### src/rtl/mbist_pkg.sv
// Shared types and widths for the MBIST memory-port arbiter.
// Port widths, the controller state encoding and a busy decode helper.
package mbist_pkg;

  localparam int ROW_W   = 10;
  localparam int COL_W   = 10;
  localparam int BANK_W  = 2;
  localparam int DATA_W  = 8;
  localparam int CNT_W   = 8;
  localparam int DRAIN_W = 4;

  typedef enum logic [2:0] {
    ST_IDLE  = 3'd0,
    ST_DRAIN = 3'd1,
    ST_TEST  = 3'd2,
    ST_TERM  = 3'd3,
    ST_DONE  = 3'd4
  } state_t;

  function automatic logic is_busy(input state_t s);
    return (s == ST_DRAIN) || (s == ST_TEST) || (s == ST_TERM);
  endfunction

endpackage

### src/rtl/mbist_fault_cnt.sv
// Saturating fault counter with early-termination limit detect.
// limit_hit looks at the post-increment value so the run stops on the very cycle the limit is reached.
module mbist_fault_cnt
  import mbist_pkg::*;
#(
  parameter int FAULT_LIMIT = 8
) (
  input  logic             clk,
  input  logic             rst,
  input  logic             clear,
  input  logic             inc,
  output logic [CNT_W-1:0] count,
  output logic             limit_hit
);

  localparam logic [CNT_W-1:0] ONE = CNT_W'(1);

  logic [CNT_W-1:0] count_reg;
  logic [CNT_W-1:0] count_next;

  always_comb begin
    count_next = count_reg;
    if (clear) begin
      count_next = '0;
    end else if (inc && (count_reg != '1)) begin
      count_next = count_reg + ONE;
    end
  end

  always_ff @(posedge clk or negedge rst) begin
    if (!rst) begin
      count_reg <= '0;
    end else begin
      count_reg <= count_next;
    end
  end

  assign count     = count_reg;
  assign limit_hit = (FAULT_LIMIT != 0) && (int'(count_next) >= FAULT_LIMIT);

endmodule

### src/rtl/mbist_port_ctrl.sv
// Memory port arbiter between a host and a BIST engine.
// Hands the port to BIST after a drain gap, tracks faults and reports completion/abort.
module mbist_port_ctrl
  import mbist_pkg::*;
#(
  parameter int FAULT_LIMIT  = 8,
  parameter int DRAIN_CYCLES = 2
) (
  input  logic              clk,
  input  logic              rst,
  input  logic              test_req,
  input  logic              h_ce,
  input  logic              h_we,
  input  logic [ROW_W-1:0]  h_row,
  input  logic [COL_W-1:0]  h_col,
  input  logic [BANK_W-1:0] h_bank,
  input  logic [DATA_W-1:0] h_wdata,
  output logic              h_grant,
  output logic              h_rvalid,
  output logic [DATA_W-1:0] h_rdata,
  input  logic              b_ce,
  input  logic              b_we,
  input  logic [ROW_W-1:0]  b_row,
  input  logic [COL_W-1:0]  b_col,
  input  logic [BANK_W-1:0] b_bank,
  input  logic [DATA_W-1:0] b_wdata,
  input  logic              b_test_end,
  input  logic              b_fault_detect,
  output logic              b_test,
  output logic              b_early_term,
  output logic [DATA_W-1:0] b_rdata,
  output logic              m_ce,
  output logic              m_we,
  output logic [ROW_W-1:0]  m_row,
  output logic [COL_W-1:0]  m_col,
  output logic [BANK_W-1:0] m_bank,
  output logic [DATA_W-1:0] m_wdata,
  input  logic [DATA_W-1:0] m_rdata,
  output logic              busy,
  output logic              done,
  output logic              aborted,
  output logic [CNT_W-1:0]  fault_cnt
);

  localparam logic [DRAIN_W-1:0] DRAIN_LAST = DRAIN_W'(DRAIN_CYCLES - 1);

  state_t              state_reg;
  logic [DRAIN_W-1:0]  drain_cnt_reg;
  logic                aborted_reg;
  logic                rvalid_reg;
  logic [DATA_W-1:0]   rdata_hold_reg;
  logic                limit_hit;
  logic                fault_clear;
  logic                fault_inc;

  assign fault_clear = (state_reg == ST_IDLE) && test_req;
  assign fault_inc   = (state_reg == ST_TEST) && b_fault_detect;

  mbist_fault_cnt #(
    .FAULT_LIMIT (FAULT_LIMIT)
  ) u_fault_cnt (
    .clk       (clk),
    .rst       (rst),
    .clear     (fault_clear),
    .inc       (fault_inc),
    .count     (fault_cnt),
    .limit_hit (limit_hit)
  );

  always_ff @(posedge clk or negedge rst) begin
    if (!rst) begin
      state_reg     <= ST_IDLE;
      drain_cnt_reg <= '0;
      aborted_reg   <= 1'b0;
    end else begin
      case (state_reg)
        ST_IDLE: begin
          if (test_req) begin
            state_reg     <= ST_DRAIN;
            drain_cnt_reg <= '0;
            aborted_reg   <= 1'b0;
          end
        end
        ST_DRAIN: begin
          if (drain_cnt_reg == DRAIN_LAST) begin
            state_reg     <= ST_TEST;
            drain_cnt_reg <= '0;
          end else begin
            drain_cnt_reg <= drain_cnt_reg + DRAIN_W'(1);
          end
        end
        ST_TEST: begin
          // A normal end wins over a simultaneous abort or limit hit.
          if (b_test_end) begin
            state_reg <= ST_DONE;
          end else if (!test_req || limit_hit) begin
            state_reg   <= ST_TERM;
            aborted_reg <= 1'b1;
          end
        end
        ST_TERM: begin
          state_reg <= ST_DONE;
        end
        ST_DONE: begin
          if (!test_req) begin
            state_reg <= ST_IDLE;
          end
        end
        default: begin
          state_reg <= ST_IDLE;
        end
      endcase
    end
  end

  // Host read return is tracked independently so a read issued in the last
  // IDLE cycle still completes while the port is draining.
  always_ff @(posedge clk or negedge rst) begin
    if (!rst) begin
      rvalid_reg     <= 1'b0;
      rdata_hold_reg <= '0;
    end else begin
      rvalid_reg <= (state_reg == ST_IDLE) && h_ce && !h_we;
      if (rvalid_reg) begin
        rdata_hold_reg <= m_rdata;
      end
    end
  end

  assign h_rvalid     = rvalid_reg;
  assign h_rdata      = rvalid_reg ? m_rdata : rdata_hold_reg;
  assign b_rdata      = m_rdata;
  assign h_grant      = (state_reg == ST_IDLE);
  assign b_test       = (state_reg == ST_TEST);
  assign b_early_term = (state_reg == ST_TERM);
  assign done         = (state_reg == ST_DONE);
  assign busy         = is_busy(state_reg);
  assign aborted      = aborted_reg;

  always_comb begin
    m_ce    = 1'b0;
    m_we    = 1'b0;
    m_row   = '0;
    m_col   = '0;
    m_bank  = '0;
    m_wdata = '0;
    case (state_reg)
      ST_IDLE: begin
        m_ce    = h_ce;
        m_we    = h_we;
        m_row   = h_row;
        m_col   = h_col;
        m_bank  = h_bank;
        m_wdata = h_wdata;
      end
      ST_TEST: begin
        m_ce    = b_ce;
        m_we    = b_we;
        m_row   = b_row;
        m_col   = b_col;
        m_bank  = b_bank;
        m_wdata = b_wdata;
      end
      default: begin
      end
    endcase
  end

endmodule

### config.mk
export PLATFORM = sky130hd
export DESIGN_NAME = mbist_port_ctrl
export DESIGN_NICKNAME = d
export VERILOG_FILES = /design/src/rtl/mbist_pkg.sv /design/src/rtl/mbist_fault_cnt.sv /design/src/rtl/mbist_port_ctrl.sv
export SDC_FILE = /design/constraint.sdc
export NUM_CORES = 1
export LEC_CHECK = 0
export ABC_AREA = 0
export BUFFER_PORTS_ARGS = -buffer_cell sky130_fd_sc_hd__buf_2
export CORE_MARGIN = 1
export CORE_UTILIZATION = 43
export DETAILED_ROUTE_END_ITERATION = 8
export GPL_TIMING_DRIVEN = 0
export PLACE_DENSITY = 0.95
export REMOVE_ABC_BUFFERS = 1
export SYNTH_ARGS = -nofsm -noshare
export SYNTH_HDL_FRONTEND = slang
export SYNTH_SLANG_ARGS = --single-unit
### constraint.sdc
create_clock -name clk -period 6.03 [get_ports clk]
set_clock_uncertainty 0.2 [all_clocks]
set_input_delay 1.206 -clock clk [delete_from_list [all_inputs] [get_ports clk]]
set_output_delay 1.206 -clock clk [all_outputs]
set_load 0.005 [all_outputs]
# [Word level (Yosys, flattened, before mapping)]
# Index checks and enable logic that the tools add are counted.
[totals] regBits=25 input_bits=77 out_inout_bits=63 word_cells=59
[op_classes] addsub=2 n_lt_le_gt_ge=1 n_eq_ne=12 muxes=22 n_reduce_logical=16
[ops] cell="one-hot mux 10 bit (2 select lines)" count=2
[ops] cell="two-way mux 8 bit" count=3
[ops] cell="one-hot mux 8 bit (2 select lines)" count=1
[ops] cell="two-way mux 3 bit" count=5
[ops] cell="one-hot mux 3 bit (5 select lines)" count=1
[ops] cell="adder 8 x 1 -> 8 bit, second input constant" count=1
[ops] cell=">= comparator 8 x 4 -> 1 bit, second input constant" count=1
[ops] cell="two-way mux 4 bit" count=2
[ops] cell="!= test 2 bit, second input constant" count=4
[ops] cell="!= test 8 bit, second input constant" count=1
[ops] cell="one-hot mux 4 bit (2 select lines)" count=1
[ops] cell="AND reduction 4 bit" count=2
[ops] cell="equality test 3 x 2 -> 1 bit, second input constant" count=2
[ops] cell="one-hot mux 1 bit (2 select lines)" count=3
[ops] cell="logical AND 1 bit" count=5
[ops] cell="adder 4 x 1 -> 4 bit, second input constant" count=1
[ops] cell="equality test 4 x 1 -> 1 bit, second input constant" count=1
[ops] cell="one-hot mux 2 bit (2 select lines)" count=1
[ops] cell="nonzero test 2 bit" count=2
[ops] cell="equality test 3 x 1 -> 1 bit, second input constant" count=1
[ops] cell="equality test 3 bit, second input constant" count=1
[ops] cell="zero test 3 bit" count=1
[ops] cell="logical OR 1 bit" count=3
[ops] cell="two-way mux 1 bit" count=3
[ops] cell="other kinds (4)" count=5

# [Longest topological paths before layout]
# Gate-level depths: netlist of run 1.
[depth] ltp_word=10 ltp_mapped=7 ltp_nobuf=6

# [Modules after synthesis]
# Synthesis of run 1 repeated with hierarchy kept, for this count alone.
[unflattened] hier_cells=169 area_unflattened_um2=1736.7
[modules_own_cells] module="mbist_port_ctrl" instances=1 cells_per_inst=123 area_per_inst_um2=1271.2 seq_area_each_um2=425.4
[modules_own_cells] module="mbist_fault_cnt" instances=1 cells_per_inst=46 area_per_inst_um2=465.4 seq_area_each_um2=200.2

# [Least setup slack after synthesis of run 1]
# Ideal clock, no wire load.
[synth_path] kind="in2out" from="in m_rdata[0]" to="out h_rdata[0]" arrival_ps=1469 required_time_ps=4624 path_slack_ps=3155 cell_stages=1 n_path_buf=0 path_cell_list="mux2_2"
[synth_between] elab_chain_len=1
[synth_rtl] element="start, declared" line_no="mbist_port_ctrl.sv:38" rtl="input logic [DATA_W-1:0] m_rdata,"
[synth_rtl] element="two-way mux 8 bit" line_no="mbist_port_ctrl.sv:131" rtl="assign h_rdata = rvalid_reg ? m_rdata : rdata_hold_reg;"
[synth_rtl] element="end, declared" line_no="mbist_port_ctrl.sv:20" rtl="output logic [DATA_W-1:0] h_rdata,"
# Every way passes these cells.

# [Final worst setup path of run 1]
[layout_path] from="reg state_reg[2]" to="out m_col[6]"
[layout_between] elab_chain_len=2 word_cells_on_any_way=3 cone_classes="eq/ne (1); mux (1); reduce/logical (1)"
[layout_rtl] element="start, declared" line_no="mbist_port_ctrl.sv:47" rtl="state_t state_reg;"
[layout_rtl] element="start signal, assigned" line_no="mbist_port_ctrl.sv:72" rtl="state_reg <= ST_IDLE;"
[layout_rtl] element="start signal, assigned" line_no="mbist_port_ctrl.sv:79" rtl="state_reg <= ST_DRAIN;"
[layout_rtl] element="start signal, assigned" line_no="mbist_port_ctrl.sv:86" rtl="state_reg <= ST_TEST;"
[layout_rtl] element="equality test 3 x 2 -> 1 bit / zero test 3 bit (equally long branches)" line_no="mbist_port_ctrl.sv:147" rtl="case (state_reg)"
[layout_rtl] element="one-hot mux 10 bit (2 select lines) *" line_no="mbist_port_ctrl.sv:147"
[layout_rtl] element="end, declared" line_no="mbist_port_ctrl.sv:35" rtl="output logic [COL_W-1:0] m_col,"
# Every way passes the cells marked *; elsewhere a longest branch is shown, timed or not.

==> flow_metrics.tcl, run 1 <==
set metrics [dict create \
    timing.reg2reg.setup_slack_ns 3.70 \
    wl_per_cell_um 12.7 \
    slew_headroom 0.317 \
    post-cts-setup-buffer-count 0 \
    gpl.final_weighted_congestion 0.801 \
    rsz0062_at_grt "false" \
    synth_top_cell_by_area "sky130_fd_sc_hd__dfrtp_1" \
    report.final.hold_viol_count 0 \
    clock_transition_at_the_registers_of_the_reported_paths_ns 0.08 \
    antenna_violating_nets_post_route 0 \
    ys_seq_area_frac 0.340 \
    synth.top_cell.area_share 0.340 \
    number_of_global_route_vias_before_repair 1656 \
    ys.flop_type "sky130_fd_sc_hd__dfrtp_1" \
    detail_route.drc_violations 0 \
    detailedRoute.firstIterationViolations 48 \
    htreeDepth 1 \
    number_of_setup_violations_in_the_final_report 0 \
    cts_buffers 3 \
    route.final.wire_length_um 4810 \
    die_area_um2 4550 \
    synth_top_cells_by_count "46 x sky130_fd_sc_hd__nor2_1, 34 x sky130_fd_sc_hd__mux2i_1, 25 x sky130_fd_sc_hd__dfrtp_1, 10 x sky130_fd_sc_hd__nand2_1" \
    synthesis.instances 207 \
    cp-end-kind "primary output" \
    route.detailed.vias_per_inst 5.15 \
    post_route_cells_drive_above_1_share 0.479 \
    crit_path_max_fanout 32 \
    total_track_usage 0.199 \
    first_pass_iters 4 \
    run_status "finished, final reports clean" \
    met1_length_um 1930 \
    max-clock-path-buffers 2 \
    max_cap_viol_count 0 \
    area_delta_synth_final_pct 37.8 \
    grt_antenna_before_repair 0 \
    hold_buffers 0 \
    root_cell_of_the_clock_tree "sky130_fd_sc_hd__clkbuf_8" \
    yosysWarnings 0 \
    clock_insertion_delay_worst_skew_ns 0.27 \
    async_flop_share 1.00 \
    synth.avg_cell_area_um2 8.90 \
    worst_path_dominant_cell_family "simple AND/OR/NAND/NOR gates" \
    number_of_flops_mapped_to_enable_cells_by_yosys 0 \
    maxUsedRoutingLayer "met4" \
    post-layout-total-power_mw 0.916 \
    critical_path.startpoint_type "flip-flop" \
    critical_path_arrival_ns 1.97 \
    post_cts_resize_count 0 \
    capture_endpoint_of_the_worst_hold_path "rdata_hold_reg[7]" \
    core-area_um2 4060 \
    synth.most_common_cell "sky130_fd_sc_hd__nor2_1" \
    chipWidth_um 67.4 \
    vias 1946 \
    peakVddDrop_mv 0.154 \
    crit_path_cell_trace "or2_1 -> nor2_1 -> buf_2" \
    grt_max_degree 39 \
    p_per_area_nw_per_um2 361 \
    cp_data_required_time_ns 4.62 \
    initial_utilization 0.454 \
    timing.final.max_slew_violations 0 \
    final_period_minus_worst_setup_slack_ns 3.38 \
    antenna_cells 0 \
    critical_path_buf_inv_count 1 \
    synth.ff_latch_count 25 \
    final_min_period_over_clock_period 0.561 \
    delay_of_the_slowest_critical_path_stage_ns 0.84 \
    met2_layer_wire_length_in_the_routed_design_um 2500 \
    grt_remaining_overflow 0 \
    leakage_nw 1.40 \
    cts_tree "done" \
    wire_length_on_met3_um 316 \
    setup.worst_path.class "reg -> out" \
    setup_tns_ns 0 \
    fmax_mhz 296 \
    synthesis.area_um2 1840 \
    timing_worst_slew_pin_value_ns 1.02 \
    row_count 23 \
    grt_first_pass_wirelength_um 6930 \
    floorplan.die.height_um 67.4 \
    min_from "rdata_hold_reg[7]" \
    synth_top_cells_by_area "sky130_fd_sc_hd__dfrtp_1 34%, sky130_fd_sc_hd__mux2i_1 18%, sky130_fd_sc_hd__nor2_1 9.4%" \
    worst_r2r_startpoint "state_reg[1]" \
    synth_cell_types 36 \
    filler_cell_count 347 \
    numPortBuffers 139 \
    layout.nets 409 \
    cts.sink_count 25 \
    hold-path-cell-count 1 \
    io-pin-count 140 \
    min_path_type "reg -> reg" \
    dp_hpwl_um 3810 \
    r2r_end "aborted" \
    cp_slowest_cell "sky130_fd_sc_hd__or2_1" \
    number_of_cells_on_the_worst_reg_to_reg_path 6 \
]
==> layout by cell type, fill, tap and decap left out, types with 2 or more instances in the layout <==
cell type	netlist	routed
sky130_fd_sc_hd__a311oi_1	2	2
sky130_fd_sc_hd__ha_1	3	3
sky130_fd_sc_hd__mux2_2	9	9
sky130_fd_sc_hd__clkbuf_8	0	3
sky130_fd_sc_hd__nand2b_1	3	3
sky130_fd_sc_hd__a21o_1	2	2
sky130_fd_sc_hd__nand2_1	10	10
sky130_fd_sc_hd__and3_1	5	5
sky130_fd_sc_hd__nor2b_1	2	2
sky130_fd_sc_hd__nand3_1	5	5
sky130_fd_sc_hd__mux2i_1	34	34
sky130_fd_sc_hd__and2_1	2	2
sky130_fd_sc_hd__inv_1	4	4
sky130_fd_sc_hd__o21ai_0	5	5
sky130_fd_sc_hd__buf_2	7	139
sky130_fd_sc_hd__dfrtp_1	25	24
sky130_fd_sc_hd__nor3_1	5	5
sky130_fd_sc_hd__and4_1	2	2
sky130_fd_sc_hd__nand4_1	2	2
sky130_fd_sc_hd__xor2_1	3	3
sky130_fd_sc_hd__a21oi_1	2	2
sky130_fd_sc_hd__nor2_1	46	46
==> layer usage <==
layer,track usage,vias to the layer above
met1,0.230,886
met4,0.0718,0
met3,0.0270,6
met5,0,-
li1,-,950
met2,0.368,104
==> report_power, final <==
part | internal [mW] | switching (mW)
registers | 0.217 | 0.0475
clock network | 0.0472 | 0.0514
logic | 0.274 | 0.279
==> through the flow <==
step	setup slack (ns)	hold WS (ns)	utilization	area (um^2)	std cells
global route	2.45	0.316	0.625	2540	378
detailed placement	2.91	0.284	0.614	2490	374
global placement	2.33	0.277	0.609	2470	373
floorplan	2.77	0.286	-	1710	184
CTS	2.62	0.305	0.625	2540	378
finish	2.65	0.299	0.625	2540	378
==> worst max-delay path by stage <==
stage                  from         end  slack [ns]  depth (start not counted)
2_1_floorplan  state_reg[1]        m_ce        2.77                          4
3_3_place_gp   state_reg[1]        m_ce        2.33                          5
3_5_place_dp     m_rdata[6]  h_rdata[6]        2.91                          3
4_1_cts        state_reg[2]    m_col[6]        2.62                          3
5_1_grt        state_reg[2]  m_wdata[7]        2.45                          3
6_report       state_reg[2]    m_col[6]        2.65                          3
==> kinds of logic (layout without fill, tap and decap cells) <==
family / after synthesis / count (layout) / share of synthesized area
AND/OR/NAND/NOR: 88 / 88 / 0.238
multiplexers: 43 / 43 / 0.240
buffers and inverters: 27 / 148 / 0.0781
flip-flops: 25 / 25 / 0.340
AO/OA/AOI/OAI: 18 / 18 / 0.0700
XOR/XNOR: 3 / 3 / 0.0143
adder cells (fa/ha/maj): 3 / 3 / 0.0204
==> layout make-up <==
type,instances,area (um^2),share of cell area
Multi-Input combinational cell,155,1070,0.423
Sequential cell,25,627,0.247
Inverter,4,15.0,0.00592
Timing Repair Buffer,140,716,0.282
Tap cell,50,62.6,0.0247
Clock buffer,4,45.0,0.0178
Note: power is estimated with default switching activity, not from simulation.
==> inputs of run 2 (changes only) <==
--- a/config.mk
+++ b/config.mk
@@ -8,10 +8,10 @@
 export ABC_AREA = 0
 export BUFFER_PORTS_ARGS = -buffer_cell sky130_fd_sc_hd__buf_2
 export CORE_MARGIN = 1
-export CORE_UTILIZATION = 43
+export CORE_UTILIZATION = 36
 export DETAILED_ROUTE_END_ITERATION = 8
 export GPL_TIMING_DRIVEN = 0
-export PLACE_DENSITY = 0.95
+export PLACE_DENSITY = 0.87
 export REMOVE_ABC_BUFFERS = 1
 export SYNTH_ARGS = -nofsm -noshare
 export SYNTH_HDL_FRONTEND = slang
==> constraint.sdc (replaced) <==
create_clock -name clk -period 2.8 [get_ports clk]
set_clock_uncertainty 0.2 [all_clocks]
set_input_delay 0.56 -clock clk [delete_from_list [all_inputs] [get_ports clk]]
set_output_delay 0.56 -clock clk [all_outputs]
set_load 0.005 [all_outputs]
==> run 2 against run 1 <==
  * Sequential power rose by 130%
  * Worst hold slack got worse by 0.23 ns
  * Highest routed layer unchanged
  * Largest cell class unchanged
  * Non-clock buffer count did not move
==> flow_metrics.tcl, run 2 (synthesis gave the netlist of run 1 again) <==
set metrics [dict create \
    run_status "finished, final reports clean" \
    number_of_setup_violations_in_the_final_report 0 \
    placed_area_um2 2510 \
    min_path_type "in -> async" \
    total_track_usage 0.156 \
    timing_worst_slew_pin_value_ns 0.576 \
    seq_area_um2 627 \
    wl_per_cell_um 12.0 \
    initial_utilization 0.382 \
    hold_slack_ns 0.0683 \
    seq_power_share 0.302 \
    internal-power_mw 1.16 \
    hold_buffers 0 \
    critical_path.startpoint_type "flip-flop" \
    number_of_global_route_vias_before_repair 1505 \
    area_delta_synth_final_pct 38.9 \
    grt_first_pass_wirelength_um 6690 \
    clock_insertion_delay_worst_skew_ns 0.27 \
    final_area_um2 2560 \
    swShare 0.412 \
    root_cell_of_the_clock_tree "sky130_fd_sc_hd__clkbuf_8" \
    peakVddDrop_mv 0.288 \
    detail_route.drc_violations 0 \
    layout.nets 409 \
    die_area_um2 5410 \
    grt_max_degree 33 \
    layout.cells.most_common_list "139 x sky130_fd_sc_hd__buf_2, 46 x sky130_fd_sc_hd__nor2_1, 34 x sky130_fd_sc_hd__mux2i_1" \
    setup.worst_path.class "reg -> out" \
    layout_commonest_cell "sky130_fd_sc_hd__buf_2" \
    gpl.final_weighted_congestion 0.774 \
    dp_hpwl_um 3780 \
    timing.reg2reg.setup_slack_ns 0.53 \
    vias 1881 \
    timing.final.max_slew_violations 0 \
    max_cap_viol_count 0 \
    detailedRoute.firstIterationViolations 87 \
    multi_input_area_um2 1070 \
    cts_buffers 3 \
    p_per_area_nw_per_um2 770 \
    chipWidth_um 73.5 \
    clockPowerShare 0.108 \
    crit_path_max_fanout 32 \
    grt_remaining_overflow 0 \
    cp_data_required_time_ns 2.04 \
    rsz0062_at_grt "false" \
    route.detailed.vias_per_inst 4.76 \
    report.final.hold_viol_count 0 \
    post-cts-setup-buffer-count 0 \
    cp-end-kind "primary output" \
    number_of_cells_on_the_worst_reg_to_reg_path 5 \
    post_cts_resize_count 0 \
    filler_cell_count 458 \
    antenna_cells 0 \
    htreeDepth 1 \
    final_min_period_over_clock_period 0.877 \
    max-clock-path-buffers 2 \
    slew_headroom 0.616 \
    fmax_mhz 407 \
    floorplan.die.height_um 73.5 \
    post_route_cells_drive_above_1_share 0.482 \
    critical_path_arrival_ns 1.70 \
    core-area_um2 4820 \
    p_switching_mw 0.812 \
    antenna_violating_nets_post_route 0 \
    row_count 25 \
    cts.sink_count 25 \
    grt_antenna_before_repair 0 \
    clock_transition_at_the_registers_of_the_reported_paths_ns 0.08 \
    route.final.wire_length_um 4750 \
    numPortBuffers 139 \
    cts_tree "done" \
    combPwrFrac 0.590 \
    leakage_nw 1.40 \
    final_period_minus_worst_setup_slack_ns 2.46 \
    io-pin-count 140 \
    first_pass_iters 6 \
]
[run 2: cell counts in the layout (fill, tap and decap cells not counted)]
Identical to the previous run, type by type.
[run 2: worst paths after layout]
path,from,endpoint
min,rst,h_rvalid
min in group clk,h_we,h_rvalid
max in group asynchronous,rst,state_reg[1]
max reg2reg,state_reg[1],aborted
max,state_reg[0],m_col[3]
min reg2reg,rdata_hold_reg[3],rdata_hold_reg[3]
[run 2: stage by stage]
stage | util | worst slack (ns) | setup TNS (ns) | total power, mW | cells
6_report | 0.531 | 0.345 | 0 | 1.97 | 395
5_1_grt | 0.531 | 0.217 | 0 | 2.14 | 395
4_1_cts | 0.531 | 0.0477 | 0 | 2.00 | 395
3_5_place_dp | 0.522 | 0.357 | 0 | 1.78 | 391
3_3_place_gp | 0.517 | -0.477 | -4.58 | 1.73 | 390
2_1_floorplan | - | -0.0768 | -0.103 | 1.26 | 184
[run 2: power by group through the flow]
| stage | sequential [mW] | combinational (mW) | clock [mW] |
|---|---|---|---|
| global placement | 0.650 | 1.08 | 0 |
| global route | 0.612 | 1.29 | 0.230 |
| floorplan | 0.621 | 0.636 | 0 |
| finish | 0.594 | 1.16 | 0.212 |
| detailed placement | 0.603 | 1.17 | 0 |
| CTS | 0.595 | 1.18 | 0.221 |
[run 2: worst max-delay path, stage by stage (launching register included)]
cell	delay, ns
sky130_fd_sc_hd__dfrtp_1	0.50
sky130_fd_sc_hd__or2_2	0.58
sky130_fd_sc_hd__nor2_1	0.20
sky130_fd_sc_hd__buf_2	0.13
[run 2: layout make-up]
class	instances	area share
Sequential cell	25	0.245
Inverter	4	0.00587
Tap cell	67	0.0328
Clock buffer	4	0.0176
Timing Repair Buffer	140	0.280
Multi-Input combinational cell	155	0.419
[run 2: layer usage]
layer  vias to the layer above  wire length [um]  track usage  share of wire
met1                       856              1980        0.193           0.42
met4                         0                57       0.0577          0.012
li1                        952                 -            -              -
met5                         -                 0            0              0
met2                        68              2480        0.280           0.52
met3                         5               230       0.0137          0.048
